`src/rtl/xfer_addr_sequencer_pkg.sv`:
```
// Shared definitions for the transfer address sequencer: default widths and
// the 2-bit state encoding shared by the RTL, the bus interface and the bench.
package xfer_addr_sequencer_pkg;

    localparam int ADDR_WIDTH_DEF = 8;
    localparam int CNT_WIDTH_DEF  = 8;
    localparam int PATH_DELAY_DEF = 3;

    typedef logic [1:0] state_t;

    localparam logic [1:0] ST_IDLE  = 2'd0;
    localparam logic [1:0] ST_READ  = 2'd1;
    localparam logic [1:0] ST_WRITE = 2'd2;
    localparam logic [1:0] ST_DONE  = 2'd3;

endpackage

```
`src/rtl/xfer_addr_sequencer_if.sv`:
```
// Bus between the transfer controller and its requester / memory model.
interface xfer_addr_sequencer_if
    import xfer_addr_sequencer_pkg::*;
#(
    parameter int ADDR_WIDTH = ADDR_WIDTH_DEF,
    parameter int CNT_WIDTH  = CNT_WIDTH_DEF
) ();

    // Handshake: start is a one-cycle request seen only in IDLE. rd_en/wr_en
    // stay high, with addresses stable, until mem_ready is high in the same
    // cycle; that cycle completes the access. done pulses once per transfer.
    logic                  start;
    logic [ADDR_WIDTH-1:0] src_base;
    logic [ADDR_WIDTH-1:0] dst_base;
    logic [CNT_WIDTH-1:0]  len;
    logic                  mem_ready;
    logic [ADDR_WIDTH-1:0] src_addr;
    logic [ADDR_WIDTH-1:0] dst_addr;
    logic                  rd_en;
    logic                  wr_en;
    logic                  busy;
    logic                  done;
    logic                  err;
    state_t                dbg_state;

    modport master (
        output start, src_base, dst_base, len, mem_ready,
        input  src_addr, dst_addr, rd_en, wr_en, busy, done, err, dbg_state
    );

    modport slave (
        input  start, src_base, dst_base, len, mem_ready,
        output src_addr, dst_addr, rd_en, wr_en, busy, done, err, dbg_state
    );

endinterface

```
`src/rtl/NBitFullAdder.sv`:
```
// N-bit ripple-carry adder used by the transfer path for address and count updates.
module NBitFullAdder #(
    parameter int N          = 8,
    parameter int PATH_DELAY = 0
) (
    input  logic [N-1:0] a,
    input  logic [N-1:0] b,
    input  logic         cin,
    output logic [N-1:0] sum,
    output logic         cout
);

    // Delay only shapes behavioural models of this adder; the gate form ignores it.
    localparam int PATH_DELAY_UNUSED = PATH_DELAY;

    logic carry;

    always_comb begin
        sum   = '0;
        carry = cin;
        for (int i = 0; i < N; i++) begin
            sum[i] = a[i] ^ b[i] ^ carry;
            carry  = (a[i] & b[i]) | (carry & (a[i] ^ b[i]));
        end
        cout = carry;
    end

endmodule

```
`src/rtl/xfer_addr_sequencer.sv`:
```
// Memory-to-memory transfer controller: walks source/destination addresses one
// word at a time, strobing read then write, and stops early on address overflow.
module xfer_addr_sequencer
    import xfer_addr_sequencer_pkg::*;
#(
    parameter int ADDR_WIDTH = ADDR_WIDTH_DEF,
    parameter int CNT_WIDTH  = CNT_WIDTH_DEF,
    parameter int PATH_DELAY = PATH_DELAY_DEF
) (
    input logic                  clk,
    input logic                  rst,
    xfer_addr_sequencer_if.slave bus
);

    state_t                state;
    logic [ADDR_WIDTH-1:0] src_q;
    logic [ADDR_WIDTH-1:0] dst_q;
    logic [CNT_WIDTH-1:0]  rem_q;
    logic                  err_q;

    logic [ADDR_WIDTH-1:0] src_sum;
    logic [ADDR_WIDTH-1:0] dst_sum;
    logic [CNT_WIDTH-1:0]  rem_sum;
    logic                  src_cout;
    logic                  dst_cout;
    logic                  rem_cout_unused;

    NBitFullAdder #(.N(ADDR_WIDTH), .PATH_DELAY(PATH_DELAY)) u_src_add (
        .a    (src_q),
        .b    (ADDR_WIDTH'(1)),
        .cin  (1'b0),
        .sum  (src_sum),
        .cout (src_cout)
    );

    NBitFullAdder #(.N(ADDR_WIDTH), .PATH_DELAY(PATH_DELAY)) u_dst_add (
        .a    (dst_q),
        .b    (ADDR_WIDTH'(1)),
        .cin  (1'b0),
        .sum  (dst_sum),
        .cout (dst_cout)
    );

    // Adding all-ones decrements the remaining count.
    NBitFullAdder #(.N(CNT_WIDTH), .PATH_DELAY(PATH_DELAY)) u_cnt_add (
        .a    (rem_q),
        .b    ({CNT_WIDTH{1'b1}}),
        .cin  (1'b0),
        .sum  (rem_sum),
        .cout (rem_cout_unused)
    );

    always_ff @(posedge clk) begin
        if (rst) begin
            state <= ST_IDLE;
            src_q <= '0;
            dst_q <= '0;
            rem_q <= '0;
            err_q <= 1'b0;
        end else begin
            case (state)
                ST_IDLE: begin
                    if (bus.start) begin
                        src_q <= bus.src_base;
                        dst_q <= bus.dst_base;
                        rem_q <= bus.len;
                        err_q <= 1'b0;
                        state <= (bus.len == '0) ? ST_DONE : ST_READ;
                    end
                end
                ST_READ: begin
                    if (bus.mem_ready) state <= ST_WRITE;
                end
                ST_WRITE: begin
                    if (bus.mem_ready) begin
                        rem_q <= rem_sum;
                        // The last word may wrap harmlessly; any earlier wrap aborts
                        // with the addresses frozen at the last good word.
                        if (rem_q == CNT_WIDTH'(1)) begin
                            src_q <= src_sum;
                            dst_q <= dst_sum;
                            state <= ST_DONE;
                        end else if (src_cout || dst_cout) begin
                            err_q <= 1'b1;
                            state <= ST_DONE;
                        end else begin
                            src_q <= src_sum;
                            dst_q <= dst_sum;
                            state <= ST_READ;
                        end
                    end
                end
                ST_DONE: state <= ST_IDLE;
                default: state <= ST_IDLE;
            endcase
        end
    end

    assign bus.src_addr  = src_q;
    assign bus.dst_addr  = dst_q;
    assign bus.rd_en     = (state == ST_READ);
    assign bus.wr_en     = (state == ST_WRITE);
    assign bus.busy      = (state == ST_READ) || (state == ST_WRITE);
    assign bus.done      = (state == ST_DONE);
    assign bus.err       = err_q;
    assign bus.dbg_state = state;

endmodule

```
`src/flat_wrapper.sv`:
```
// flat-port wrapper written by rule: the top's interface ports become plain ports
module xfer_addr_sequencer_flat import xfer_addr_sequencer_pkg::*;
#(
    parameter int ADDR_WIDTH = ADDR_WIDTH_DEF,
    parameter int CNT_WIDTH  = CNT_WIDTH_DEF,
    parameter int PATH_DELAY = PATH_DELAY_DEF
)
  (clk, rst, bus_start, bus_src_base, bus_dst_base, bus_len, bus_mem_ready, bus_src_addr, bus_dst_addr, bus_rd_en, bus_wr_en, bus_busy, bus_done, bus_err, bus_dbg_state);
  xfer_addr_sequencer_if #(.ADDR_WIDTH(ADDR_WIDTH), .CNT_WIDTH(CNT_WIDTH)) bus_i ();
  input logic clk;
  input logic rst;
  input wire logic [$bits(bus_i.start)-1:0] bus_start;
  input wire logic [$bits(bus_i.src_base)-1:0] bus_src_base;
  input wire logic [$bits(bus_i.dst_base)-1:0] bus_dst_base;
  input wire logic [$bits(bus_i.len)-1:0] bus_len;
  input wire logic [$bits(bus_i.mem_ready)-1:0] bus_mem_ready;
  output wire logic [$bits(bus_i.src_addr)-1:0] bus_src_addr;
  output wire logic [$bits(bus_i.dst_addr)-1:0] bus_dst_addr;
  output wire logic [$bits(bus_i.rd_en)-1:0] bus_rd_en;
  output wire logic [$bits(bus_i.wr_en)-1:0] bus_wr_en;
  output wire logic [$bits(bus_i.busy)-1:0] bus_busy;
  output wire logic [$bits(bus_i.done)-1:0] bus_done;
  output wire logic [$bits(bus_i.err)-1:0] bus_err;
  output wire logic [$bits(bus_i.dbg_state)-1:0] bus_dbg_state;
  assign bus_i.start = bus_start;
  assign bus_i.src_base = bus_src_base;
  assign bus_i.dst_base = bus_dst_base;
  assign bus_i.len = bus_len;
  assign bus_i.mem_ready = bus_mem_ready;
  assign bus_src_addr = bus_i.src_addr;
  assign bus_dst_addr = bus_i.dst_addr;
  assign bus_rd_en = bus_i.rd_en;
  assign bus_wr_en = bus_i.wr_en;
  assign bus_busy = bus_i.busy;
  assign bus_done = bus_i.done;
  assign bus_err = bus_i.err;
  assign bus_dbg_state = bus_i.dbg_state;
  xfer_addr_sequencer #(.ADDR_WIDTH(ADDR_WIDTH), .CNT_WIDTH(CNT_WIDTH), .PATH_DELAY(PATH_DELAY)) u_core (.clk(clk), .rst(rst), .bus(bus_i));
endmodule
```
`config.mk`:
```
export PLATFORM = sky130hd
export DESIGN_NAME = xfer_addr_sequencer_flat
export DESIGN_NICKNAME = d
export VERILOG_FILES = /design/src/rtl/xfer_addr_sequencer_pkg.sv /design/src/rtl/xfer_addr_sequencer_if.sv /design/src/rtl/NBitFullAdder.sv /design/src/rtl/xfer_addr_sequencer.sv /design/src/flat_wrapper.sv
export SDC_FILE = /design/constraint.sdc
export NUM_CORES = 1
export LEC_CHECK = 0
export ABC_CLOCK_PERIOD_IN_PS = 2600
export BUFFER_PORTS_ARGS = -buffer_cell sky130_fd_sc_hd__buf_4
export CAP_MARGIN = 20
export CORE_MARGIN = 8
export CORE_UTILIZATION = 47
export DETAILED_ROUTE_END_ITERATION = 8
export PLACE_DENSITY = 0.88
export SLEW_MARGIN = 20
export SYNTH_ARGS = -nofsm -noshare
export SYNTH_HDL_FRONTEND = slang
export SYNTH_SLANG_ARGS = --single-unit
```
`constraint.sdc`:
```
create_clock -name clk -period 2.6 [get_ports clk]
set_clock_uncertainty 0.1 [all_clocks]
set_input_delay 0.78 -clock clk [delete_from_list [all_inputs] [get_ports clk]]
set_output_delay 0.78 -clock clk [all_outputs]
set_load 0.05 [all_outputs]
```
# Word-level counts from Yosys, hierarchy flattened

Cells that the tools add are included.

Input bits: 28
Output and inout bits: 23
Flip-flop bits (word level): 27
Logic and storage cells: 106

Bitwise gates (word level): 57
Multiplexer cells: 25
Reductions and logical operators: 9
Eq/ne operators: 10

Operators by type and width:

| kind                 | count |
|---|---|
| $mux W8              | 10 |
| $pmux W8 S2          | 3 |
| $xor A1 B1 Y1        | 21 |
| $and A1 B1 Y1        | 20 |
| $mux W2              | 6 |
| $not A1 Y1           | 10 |
| $eq A8 B1 Y1 const B | 1 |
| $logic_not A8 Y1     | 1 |
| $ne A2 B2 Y1 const B | 4 |
| $pmux W2 S4          | 1 |
| $or A1 B1 Y1         | 6 |
| $reduce_and A3 Y1    | 2 |
| $reduce_and A5 Y1    | 1 |
| $eq A2 B2 Y1 const B | 2 |
| $mux W1              | 4 |
| $reduce_and A4 Y1    | 1 |
| $ne A3 B2 Y1 const B | 1 |
| $eq A2 B1 Y1 const B | 1 |
| $logic_not A2 Y1     | 1 |
| $logic_or A1 B1 Y1   | 2 |
| $ne A2 B1 Y1 const B | 1 |
| $pmux W1 S2          | 1 |
| $reduce_bool A2 Y1   | 1 |

# Logic depth before layout (Yosys ltp)

Word-level depth: 16
Mapped depth: 13

# Hierarchy

From an unflattened synthesis, not the netlist that was laid out.

Cells, all modules: 200
Area total of the unflattened synthesis: 2,080.7 um2

By module, submodules not included:

| module              | cells each | area an instance (um2) | instances |
|---|---|---|---|
| xfer_addr_sequencer | 146        | 1,487.7                | 1 |
| NBitFullAdder       | 18         | 197.7                  | 3 |

# Least setup slack after synthesis

OpenSTA, ideal clock, no wires.

Path type: register to register
Start: register u_core.src_q[0], in the netlist u_core.bus.src_addr[0]
End: register u_core.dst_q[2], in the netlist u_core.bus.dst_addr[2]
Data arrival time: 2,573 ps
Required time: 2,420 ps
Path slack: -154 ps
Path buffers: 2
Stages on the path, launching flop included: 14
Cell sequence: dfxtp_1 ha_1 ha_1 ha_1 ha_1 ha_1 ha_1 ha_1 o21ai_0 a21o_1 buf_6 buf_12 a21oi_2 a211oi_2

Cells in the longest elaborated chain, start to end: 10

RTL lines:

| item                               | RTL line                  | source |
|---|---|---|
| start, declared                    | xfer_addr_sequencer.sv:16 | `logic [ADDR_WIDTH-1:0] src_q;` |
| start signal, assigned             | xfer_addr_sequencer.sv:64 | `src_q <= bus.src_base;` |
| start signal, assigned             | xfer_addr_sequencer.sv:80 | `src_q <= src_sum;` |
| start signal, assigned             | xfer_addr_sequencer.sv:87 | `src_q <= src_sum;` |
| $and A1 B1 Y1 (7 in series)        | NBitFullAdder.sv:23       | `carry = (a[i] & b[i]) \| (carry & (a[i] ^ b[i]));` |
| $logic_or A1 B1 Y1                 | xfer_addr_sequencer.sv:83 | `end else if (src_cout \|\| dst_cout) begin` |
| $ne A3 B2 Y1 (no source line)      | -                         |  |
| $reduce_and A4 Y1 (no source line) | -                         |  |
| end signal, assigned               | xfer_addr_sequencer.sv:65 | `dst_q <= bus.dst_base;` |
| end signal, assigned               | xfer_addr_sequencer.sv:81 | `dst_q <= dst_sum;` |
| end signal, assigned               | xfer_addr_sequencer.sv:88 | `dst_q <= dst_sum;` |
| end, declared                      | xfer_addr_sequencer.sv:17 | `logic [ADDR_WIDTH-1:0] dst_q;` |

No other way between the ends.
A chain may end at the register's enable or synchronous reset.

# Worst setup path after layout

Start: register u_core.dst_q[0], in the netlist u_core.bus.dst_addr[0]
End: register u_core.dst_q[5], in the netlist u_core.bus.dst_addr[5]

Cells in the longest elaborated chain, start to end: 10
Elaborated cells on any way between the ends: 15
Classes of those cells: 1 x eq/ne; 4 x mux; 8 x bitwise; 2 x reduce/logical

RTL lines:

| item                               | RTL line |
|---|---|
| $and A1 B1 Y1 * (4 in series)      | NBitFullAdder.sv:23 |
| $and A1 B1 Y1 (3 in series)        | NBitFullAdder.sv:23 |
| $logic_or A1 B1 Y1                 | xfer_addr_sequencer.sv:83 |
| $ne A3 B2 Y1 (no source line)      | - |
| $reduce_and A4 Y1 (no source line) | - |

Mark *: on every way between the ends. The rest lies on a longest branch, timed or not. The select of a mux whose other input is x is not followed.

==> out/results.txt <==
Longest Clk Path Bufs -> 2
Minimum clock period -> 2560 ps
Hpwl dp -> 3560 µm
Max Slew Vio Count -> 0
Setup CP Type -> reg2reg
Yosys cell types -> 37
Worst r2r src -> u_core.bus.dst_addr[0]$_SDFFE_PP0P_
ANT nets after route -> 0
First-pass GRT wire length -> 8130 µm
Routed wire length -> 5410 µm
Synthesized area -> 1880 µm²
Initial DRC Count -> 116
Status -> finished, final reports clean
Gr ovfl total -> 0
Worst-path clk slew -> 100 ps
Inst Count DP -> 289
PwrDens -> 1320 nW/µm²
Leakage -> 1.07 nW
Final Setup Violations -> 0
Finished Cell Area -> 2580 µm²
Num CTS Buffers -> 3
Die area -> 6270 µm²
CTS tree -> done
Crit end category -> register
Total power -> 3.41 mW
CTS Root Buffer Type -> clkbuf_8
Worst EP arrival -> 2620 ps
Layout cell share with drive strength beyond 1 -> 0.467
Post-Syn Instances -> 190
Synth top area share -> 0.288
Die Width -> 79.2 µm
Synth-to-Final Area Change -> 37.6%
Clock Latency Late Sink -> 280 ps
Max-cap violations -> 0
Die height -> 79.2 µm
Top cell type by total area after synthesis -> dfxtp_1
Syn_nets -> 243
H-tree depth -> 1
Critical-path maximum fanout -> 7
DR vias/cell -> 5.70
Hold Path Origin -> u_core.rem_q[4]$_SDFFE_PP0P_
Filler cells -> 300
Ant. Diodes -> 0
Worst Setup Start Kind -> register
Top cells by area, synth -> dfxtp_1 (29%), ha_1 (17%), mux2i_1 (9.6%)
Register area share after synthesis -> 0.288
Dpl cell area -> 2320 µm²
Pin count of the biggest net entering global routing -> 30
Final Cycle Share -> 0.986
Synth Warn # -> 0
Clock sinks -> 27
# DRC -> 0
Seq cells post-synth -> 27
Hold violation count in the final report -> 0
Number of global-route vias before repair -> 1745
Vias -> 1687
Core box area -> 3910 µm²
Peak supply drop -> 0.597 mV
Slew headroom -> 0.503
Required time of the critical path -> 2650 ps
Pre-antenna DRT Iters -> 4
Post-route insts no fill -> 296
Post-DR wirelength/cell -> 18.3 µm
IO Pins -> 51
Starting Density -> 0.479
Avg Cell Area, Syn -> 9.87 µm²
Port bufs -> 50
GRT Util Overall -> 0.158
Slew of the pin with the lowest slew margin -> 740 ps
Hold Crit Class -> reg2reg
RePlAce Congestion -> 0.793
Critical path startpoint -> u_core.bus.dst_addr[0]$_SDFFE_PP0P_
Initial antenna violation count -> 0
Num rows -> 23
Maximum clock rate -> 390 MHz
Nets@finish -> 300
==> power breakdown <==
| group | switching [mW] | internal, mW | leakage [nW] |
|---|---|---|---|
| Combinational | 1.42 | 0.945 | 0.826 |
| Clock | 0.140 | 0.110 | 0.0228 |
| Sequential | 0.191 | 0.605 | 0.225 |
| Total | 1.75 | 1.66 | 1.07 |
==> final cells by class <==
type	instances	area [µm²]	area share
sequential	27	551	0.213
inverter	15	56.3	0.0218
multi-input combinational	134	1320	0.510
tap	50	62.6	0.0242
timing repair buffer	66	549	0.213
clock buffer	4	45.0	0.0175
==> sequential cells by signal, indices dropped and copies added (netlist names) <==
register and cells:
u_core.bus.dbg_state 2, u_core.bus.src_addr 8, u_core.bus.dst_addr 8, u_core.bus.err 1
u_core.rem_q 8
==> metal layers <==
layer	part of all wire	up-vias	routed length (µm)	track usage
met5	0	-	0	0
met4	0.022	0	119	0.0852
met3	0.042	14	226	0.0316
met2	0.53	43	2850	0.266
met1	0.41	830	2210	0.184
li1	-	800	-	-
==> synthesized netlist by cell type <==
cell and n:
nor3_1 2, o41ai_2 2, or2_1 1, nor2b_1 1, buf_2 2, buf_6 4, a211oi_1 7, buf_12 1
o21ai_0 3, or3_1 1, o21a_1 1, a211oi_2 10, nor2_1 12, o22ai_1 1, clkbuf_8 1, nand2_1 9
a31o_1 1, buf_4 3, a311oi_2 1, nand3_1 1, inv_1 15, o211ai_1 3, a311o_1 2, dfxtp_1 27
clkbuf_1 3, nand4_1 1, a21o_1 1, a21oi_1 11, or2b_2 1, a21oi_2 11, nand2b_1 4, and3_1 1
nor4_1 1, mux2i_1 18, ha_1 25, a2111oi_1 1, nor4b_4 1
==> logic make-up after synthesis <==
family / Yosys count / synth area share
adders and majority gates: 25 / 0.167
and+or+nand+nor: 36 / 0.101
AOI/OAI and AO/OA: 55 / 0.253
muxes: 18 / 0.0961
buffers and inverters: 29 / 0.0954
DFF: 27 / 0.288
==> through the flow <==
step	setup slack, ps	setup TNS, ps	hold slack, ps	utilization
2_1_floorplan	7.00	0	345	-
3_3_place_gp	18.3	0	357	0.594
3_5_place_dp	-136	-681	381	0.594
4_1_cts	2.38	0	397	0.629
5_1_grt	-15.5	-51.0	416	0.659
6_report	37.2	0	393	0.659
==> critical path, stage by stage, from the launching register on <==
cell and delay [ps]:
dfxtp_4 370, ha_4 160, ha_4 150, ha_4 150
ha_4 150, ha_4 160, ha_4 160, ha_4 160
buf_4 140, nor2_4 130, a21oi_4 60, a21oi_4 220
buf_6 130, buf_12 120, a211oi_2 70
==> worst paths after layout <==
path | to | slack, ps | cells after the start
worst min-delay path | u_core.rem_q[4]$_SDFFE_PP0P_ | 390 | 2
worst max-delay path | u_core.bus.dst_addr[5]$_SDFFE_PP0P_ | 40 | 14
worst max register to register | u_core.bus.dst_addr[5]$_SDFFE_PP0P_ | 40 | 14
worst min register to register | u_core.rem_q[4]$_SDFFE_PP0P_ | 390 | 2
==> timing repair <==
action | 4_1_cts | 5_1_grt
buffers inserted | 1 | 0
setup endpoints to repair | 17 | 17
hold buffers | 0 | 0
gates cloned | 2 | 0
pin swaps | 3 | 2
resized for setup | 15 | 20
==> cell usage in the layout, fill, tap and decap left out, types with 8 or more instances in the layout <==
cell type,Yosys,final
inv_1,15,15
ha_4,0,9
mux2i_1,18,18
a211oi_2,10,11
buf_4,3,60
a21oi_1,11,10
nand2_1,9,8
ha_1,25,15
a21oi_2,11,10
nor2_1,12,11
dfxtp_1,27,23
Power figures use the tool's default switching activity.
